`src/rtl/bcd_display_scanner.sv`:
```
// Time-multiplexed 7-segment scanner for DIGITS BCD nibbles, sampled once per frame.
// Optional feature macro: LEADING_ZERO_BLANK_EN (leading-zero digit blanking).
module bcd_display_scanner #(
   parameter int DIGITS      = 4,
   parameter int REFRESH_DIV = 1000,
   parameter int BLANK_CYC   = 2
) (
   input  logic                clk,
   input  logic                rst,
   input  logic [4*DIGITS-1:0] bcd_in,
   output logic [DIGITS-1:0]   an,
   output logic [6:0]          seg,
   output logic                frame_start
);

   localparam int PCNT_W = $clog2(REFRESH_DIV);
   localparam int IDX_W  = (DIGITS > 1) ? $clog2(DIGITS) : 1;

   localparam logic [PCNT_W-1:0] PCNT_LAST = PCNT_W'(REFRESH_DIV - 1);
   localparam logic [PCNT_W-1:0] PCNT_BLNK = PCNT_W'(BLANK_CYC);
   localparam logic [IDX_W-1:0]  IDX_LAST  = IDX_W'(DIGITS - 1);

   logic [PCNT_W-1:0]   pcnt_q, pcnt_d;
   logic [IDX_W-1:0]    idx_q, idx_d;
   logic [4*DIGITS-1:0] snap_q, snap_d;
   logic [DIGITS-1:0]   an_q, an_d;
   logic [6:0]          seg_q, seg_d;
   logic                frame_start_q, frame_start_d;

   logic                slot_wrap;
   logic                frame_edge;
   logic [3:0]          cur_digit;
   logic [DIGITS-1:0]   idx_onehot;
   logic [DIGITS-1:0]   blank_mask;

   function automatic logic [6:0] dec7(input logic [3:0] d);
      case (d)
         4'd0:    dec7 = 7'h3F;
         4'd1:    dec7 = 7'h06;
         4'd2:    dec7 = 7'h5B;
         4'd3:    dec7 = 7'h4F;
         4'd4:    dec7 = 7'h66;
         4'd5:    dec7 = 7'h6D;
         4'd6:    dec7 = 7'h7D;
         4'd7:    dec7 = 7'h07;
         4'd8:    dec7 = 7'h7F;
         4'd9:    dec7 = 7'h6F;
         default: dec7 = 7'h40;
      endcase
   endfunction

`ifdef LEADING_ZERO_BLANK_EN
   // Bit k is set when every snapped digit from k upward is zero; digit 0 always shows.
   always_comb begin
      logic all_zero;
      blank_mask = '0;
      all_zero   = 1'b1;
      for (int k = DIGITS - 1; k >= 1; k--) begin
         all_zero      = all_zero & (snap_q[4*k +: 4] == 4'd0);
         blank_mask[k] = all_zero;
      end
   end
`else
   assign blank_mask = '0;
`endif

   always_comb begin
      // NOTE: every comb output gets a default first so no path leaves it unassigned (no latch).
      cur_digit  = 4'd0;
      idx_onehot = '0;
      for (int k = 0; k < DIGITS; k++) begin
         if (idx_q == IDX_W'(k)) begin
            cur_digit     = snap_q[4*k +: 4];
            idx_onehot[k] = 1'b1;
         end
      end
   end

   always_comb begin
      slot_wrap  = (pcnt_q == PCNT_LAST);
      frame_edge = slot_wrap && (idx_q == IDX_LAST);

      pcnt_d = slot_wrap ? '0 : pcnt_q + 1'b1;
      idx_d  = idx_q;
      if (slot_wrap) begin
         idx_d = (idx_q == IDX_LAST) ? '0 : idx_q + 1'b1;
      end

      // bcd_in is only looked at on the frame edge, so ripple transients never show.
      snap_d        = frame_edge ? bcd_in : snap_q;
      frame_start_d = frame_edge;

      an_d  = (pcnt_q < PCNT_BLNK) ? '0 : (idx_onehot & ~blank_mask);
      seg_d = dec7(cur_digit);
   end

   // NOTE: sequential state uses non-blocking assignments so every flop samples pre-edge values.
   always_ff @(posedge clk) begin
      if (rst) begin
         pcnt_q        <= '0;
         idx_q         <= '0;
         snap_q        <= '0;
         an_q          <= '0;
         seg_q         <= '0;
         frame_start_q <= 1'b0;
      end else begin
         pcnt_q        <= pcnt_d;
         idx_q         <= idx_d;
         snap_q        <= snap_d;
         an_q          <= an_d;
         seg_q         <= seg_d;
         frame_start_q <= frame_start_d;
      end
   end

   assign an          = an_q;
   assign seg         = seg_q;
   assign frame_start = frame_start_q;

endmodule
```
`config.mk`:
```
export PLATFORM = sky130hd
export DESIGN_NAME = bcd_display_scanner
export DESIGN_NICKNAME = d
export VERILOG_FILES = /design/src/rtl/bcd_display_scanner.sv
export SDC_FILE = /design/constraint.sdc
export NUM_CORES = 1
export LEC_CHECK = 0
export CAP_MARGIN = 15
export CORE_MARGIN = 3
export CORE_UTILIZATION = 52
export DETAILED_ROUTE_END_ITERATION = 12
export MAX_ROUTING_LAYER = met4
export PLACE_DENSITY = 0.87
export SETUP_SLACK_MARGIN = 0.4
export SYNTH_ARGS = -nofsm -noshare
export SYNTH_HDL_FRONTEND = slang
export SYNTH_SLANG_ARGS = --single-unit
```
`constraint.sdc`:
```
create_clock -name clk -period 2.15 [get_ports clk]
set_input_delay 0.5375 -clock clk [delete_from_list [all_inputs] [get_ports clk]]
set_output_delay 0.5375 -clock clk [all_outputs]
set_load 0.01 [all_outputs]
```
Yosys cells after proc, flatten, opt, wreduce, memory -nomap -nowiden
Memories as Yosys holds them, arrays and structs flattened. A register that Yosys moved wholly into a read port is not among the register bits.
Cells that the tools add are included.
- flip-flop bits (word level): 33
- memory bits (read-only): 112
- input port bits: 18
- output and inout port bits: 12
- word-level logic and storage cells: 26
- memories: 1
- memory list (memory ; depth ; width ; read ports ; clocked after memory_dff ; wr ports ; line ; text):
    (name not given) ; 16 ; 7 ; 1 ; 1 ; 0 ; 37 ; case (d)
- $add $sub $neg: 2
- $lt $le $gt $ge: 1
- equal/unequal tests: 4
- mux-type cells: 9
- reductions and logical operators: 4
- operator list (kind ; count):
    4-bit 2-to-1 mux ; 4
    10-bit by 1-bit adder with 10-bit output, second input constant ; 1
    10-bit == test, second input constant ; 1
    10-bit by 2-bit < comparator with 1-bit output, second input constant ; 1
    2-bit == test, second input constant ; 2
    1-bit 2-to-1 mux ; 4
    2-bit OR reduction ; 2
    2-bit by 1-bit adder with 2-bit output, second input constant ; 1
    2-bit by 1-bit == test with 1-bit output, second input constant ; 1
    2-bit zero test ; 1
    2-bit 2-to-1 mux ; 1
    1-bit logical AND ; 1

Depth between registers and ports, before layout
- depth in word-level cells: 5
- depth in mapped cells: 9
- mapped depth without buffers: 9

Worst setup path after synthesis
Ideal clock, no wire load.
- kind: reg2reg
- start point: reg idx_q[0]
- end point: reg seg_q[3], in the netlist seg[3]
- setup time: 92 ps
- data arrival time: 1843 ps
- data required time: 2058 ps
- setup slack: 214 ps
- cell stages (with the launch flop): 9
- buffers on the path: 0
- period minus slack after synthesis: 1936 ps
- path through: dfxtp_1 -> inv_1 -> ha_1 -> a211oi_1 -> a221o_1 -> inv_1 -> ha_1 -> inv_1 -> o32ai_1
- cells in the longest elaborated chain, start to end: 5
- elaborated cells on any way between the ends: 8
- those cells by class: eq/ne: 3; mux: 4; reduce/logical: 1
- ends and longest elaborated chain (what ; line ; text):
    start: declaration ; 24 ; logic [IDX_W-1:0] idx_q, idx_d;
    start signal: assignment ; 108 ; idx_q <= idx_d;
    2-bit zero test ; 72 ; if (idx_q == IDX_W'(k)) begin
    4-bit 2-to-1 mux (3 in series) ; 72 ;
    4-bit 2-to-1 mux (*) ; 72 ;
    end: declaration ; 27 ; logic [6:0] seg_q, seg_d;
Every way passes the cells marked *; elsewhere a longest branch is shown, timed or not.
A chain may end at the register's enable or synchronous reset.

Worst setup path in the final report
- start point: reg idx_q[1]
- end point: reg seg_q[2], in the netlist seg[2]
The elaborated chain is that of the path after synthesis.

==> results.txt <==
----------------------------------------------------
[STA]
  Final Hold Violating Endpoints ... 0
  Share of the clock period used by the worst path ... 90.0%
  Total negative slack ... 0 ns
  Max-slew violation total from the final report ... 0
  Least setup slack across all paths after layout ... 0.214 ns
  Worst slew slack as a fraction of its limit ... 77.2%
  Transition time at the pin with the least slew margin ... 0.341 ns
  Min cycle time layout ... 1.94 ns
  Max Clock Freq ... 517 MHz
  Post-Route Skew ... approximately 0.012 ns
  RSZ-0062 raised after global routing ... yes
  Setup Viol. Count Final ... 0

[Global route]
  Vias in the first global route ... 1414
  Maximum number of pins on one net before global-route repair ... 18
  Global-route wire length before repair ... between 6000 and 7000 um
  Remaining global-route overflow ... 0
  Initial antenna violation count ... 0
  Overall fraction of global-route tracks in use ... 21.8%

[Power]
  Int Pwr ... 0.000957 W
  Net switching power ... roughly 0.00028 W
  Flop pwr share ... roughly three fifths
  Combinational share of power ... 6.9%
  Worst IR drop on VDD ... 0.517 mV
  Net switching share of the total power ... between 20 and 25%
  Leakage power total ... 1.05 nW
  Pwr per Cell Area ... 497 nW/um^2
  Design Power ... 0.00124 W
  Part of the total power dissipated in the clock network ... roughly a third

[Setup path]
  Series of cell instances along the critical path ... inv_4, ha_4, nand3b_1, a221o_1, buf_4, ha_1, a21o_1, a21oi_1
  Crit path arrival time ... 2.23 ns
  Crit end category ... register
  Type of the worst setup path ... register to register
  Element type at the critical path start ... register
  Required time at the endpoint of the critical path ... 2.45 ns
  Number of buffer and inverter stages on the critical path ... 2
  Worst path top cell family by delay ... compound AO/OA/AOI/OAI gates
  Largest stage delay on the critical path ... 0.40 ns
  Slowest-stage cell, CP ... sky130_fd_sc_hd__dfxtp_4
  Highest fanout seen on the critical path ... 5

[Logic synthesis]
  Post-synth top flop ... sky130_fd_sc_hd__dfxtp_1
  Count of different cell masters after synthesis ... 37
  Top area cells in the synthesized netlist ... sky130_fd_sc_hd__dfxtp_1 (45%), sky130_fd_sc_hd__ha_1 (8.4%), sky130_fd_sc_hd__a22o_1 (7.9%)
  Most instantiated library cell after synthesis ... sky130_fd_sc_hd__dfxtp_1
  Post-synth EDFFs ... 0
  Average cell area after synthesis ... between 10 and 15 um^2
  Share of the yosys chip area belonging to registers ... 44.9%
  Leading cell types by count after synthesis ... sky130_fd_sc_hd__dfxtp_1 (40), sky130_fd_sc_hd__a22o_1 (16), sky130_fd_sc_hd__nor2_1 (13), sky130_fd_sc_hd__ha_1 (12), sky130_fd_sc_hd__inv_1 (12)
  Area leader, netlist ... sky130_fd_sc_hd__dfxtp_1
  Number of nets in the synthesized netlist ... 199
  Area share of the largest cell type after synthesis ... between 40% and 50%
  Synth Cell Area ... 1780 um^2
  Gate count after technology mapping ... about 170
  Yosys reg bits ... 40
  Async set-or-reset flop fraction in the synthesized netlist ... 0%
  Yosys warning count ... 0

[Hold path]
  Type of the tightest min-delay check ... register to register

[Route]
  Total DRC errors in the routed layout ... 0
  Avg WL per Cell ... about 17 um
  Number of routed nets with antenna violations ... 0
  Detailed-route via count ... 1451
  Average vias per placed instance ... 5.54
  Initial drt markers ... 103
  Wirelength, routed ... 4500 um
  Number of detailed-routing iterations run before antenna repair ... 4

[Floorplanning]
  Die ar. ... between 4000 and 5000 um^2
  Core ar. ... 3150 um^2
  Vert. Die Dim ... 64.6 um
  # IOs ... 30
  Die width ... 64.6 um
  Number of placement rows ... 20
  Initial Util ... 56.5%

[Clocking]
  CTS Root Buffer Type ... sky130_fd_sc_hd__clkbuf_4
  Number of buffers created by CTS ... 5
  Maximum number of buffers from clock root to sink ... 2
  Hold buffers post-CTS ... 0
  Clk_lat worst skew ... between 0.3 and 0.4 ns
  CTS H-tree lvls ... 2
  Clock sink count ... 40
  Clock-pin slew on the worst setup and hold paths ... 0.12 ns
  Clock tree from TritonCTS ... built

[Place]
  Final Wtd Congestion ... 0.967
  Buffers added on ports ... 29
  Post-Place Setup Slack ... ~0.17 ns
  Post-DP HPWL ... 2640 um

[Layout]
  Share of post-route cells with drive strength above 1 ... 30.7%
  Net count, final ... 247
  Count of antenna diodes in the layout ... 0
  Layout area overhead ... 39.9%

[Job]
  Max-cap violations ... 0

[Status]
  Outcome ... complete, no violations

----------------------------------------------------
kinds of logic after synthesis:
kind of cell | count (synthesis) | synth area share, %
and+or+nand+nor | 48 | 15.4
DFF | 40 | 44.9
AOI/OAI and AO/OA | 36 | 17.1
buffers and inverters | 19 | 6.60
adders and majority gates | 12 | 8.42
xor gates and xnor gates | 9 | 4.42
muxes | 5 | 3.09
timing repair:
item                       4_1_cts  5_1_grt
setup endpoints to repair       13       29
resized for setup               32       17
buffers inserted                15        2
pin swaps                       12        8
metrics by stage:
stage / cells / utilization [%] / hold WS, ns / cell area (um^2)
3_5_place_dp: 237 / 68.1 / 0.444 / 2150
6_report: 262 / 79.1 / 0.455 / 2490
3_3_place_gp: 237 / 68.1 / 0.433 / 2150
2_1_floorplan: 169 / - / 0.418 / 1860
5_1_grt: 262 / 79.1 / 0.505 / 2490
4_1_cts: 260 / 76.4 / 0.462 / 2410
registers in the layout, indices dropped and copies added, names as in the netlist:
name         flops
snap_q          16
pcnt_q          10
seg              7
an               4
idx_q            2
frame_start      1
worst register-to-register path: cells and delay by family (launching register included):
kind,cells,cell delay [ns]
flops,1,0.40
compound gates,3,0.68
simple gates,1,0.16
buf+inv,2,0.24
fa+ha+maj,2,0.39
path summary, 6_finish.rpt:
path	cells after the start	start	endpoint	slack, ns
setup / recovery	8	idx_q[1]	seg[2]	0.21
hold / removal	1	pcnt_q[0]	pcnt_q[0]	0.45
setup reg to reg	8	idx_q[1]	seg[2]	0.21
hold reg to reg	1	pcnt_q[0]	pcnt_q[0]	0.45
cell type report:
cell class,count,area [um^2]
multi-input cells,110,1060
well taps,44,55.1
clock buffers,6,51.3
flip-flops and latches,40,808
clock inverters,2,10.0
repair buffers,48,459
inverters,12,55.1
fillers,210,658
cell usage in the layout (no fill, tap or decap), drive strengths merged, types with 5 or more instances in the layout:
cell           synthesis  layout
dfxtp                 40      40
buf                    5      19
clkdlybuf4s50          0      17
a22o                  16      16
nor2                  13      13
ha                    12      12
inv                   12      11
nand2                  7       7
dlygate4sd2            0       6
dlymetal6s2s           0       6
and2                   6       6
clkbuf                 2       6
xnor2                  5       5
power by group through the flow:
stage | registers (W) | clock network [W] | logic (W)
final | 0.000757 | 0.000397 | 0.0000855
after global routing | 0.000759 | 0.000435 | 0.0000921
after CTS | 0.000757 | 0.000400 | 0.0000861
after detailed placement | 0.000774 | 0 | 0.0000860
after global placement | 0.000774 | 0 | 0.0000827
after floorplan | 0.000778 | 0 | 0.0000264
routing by layer:
layer / vias to the layer above / share of wire (%) / track usage [%]
met1: 692 / 42 / 25.1
li1: 693 / - / -
met4: 0 / 1.9 / 5.54
met2: 55 / 51 / 37.2
met5: - / 0 / -
met3: 11 / 5.2 / 6.41
Note: power is estimated with default switching activity, not from simulation.
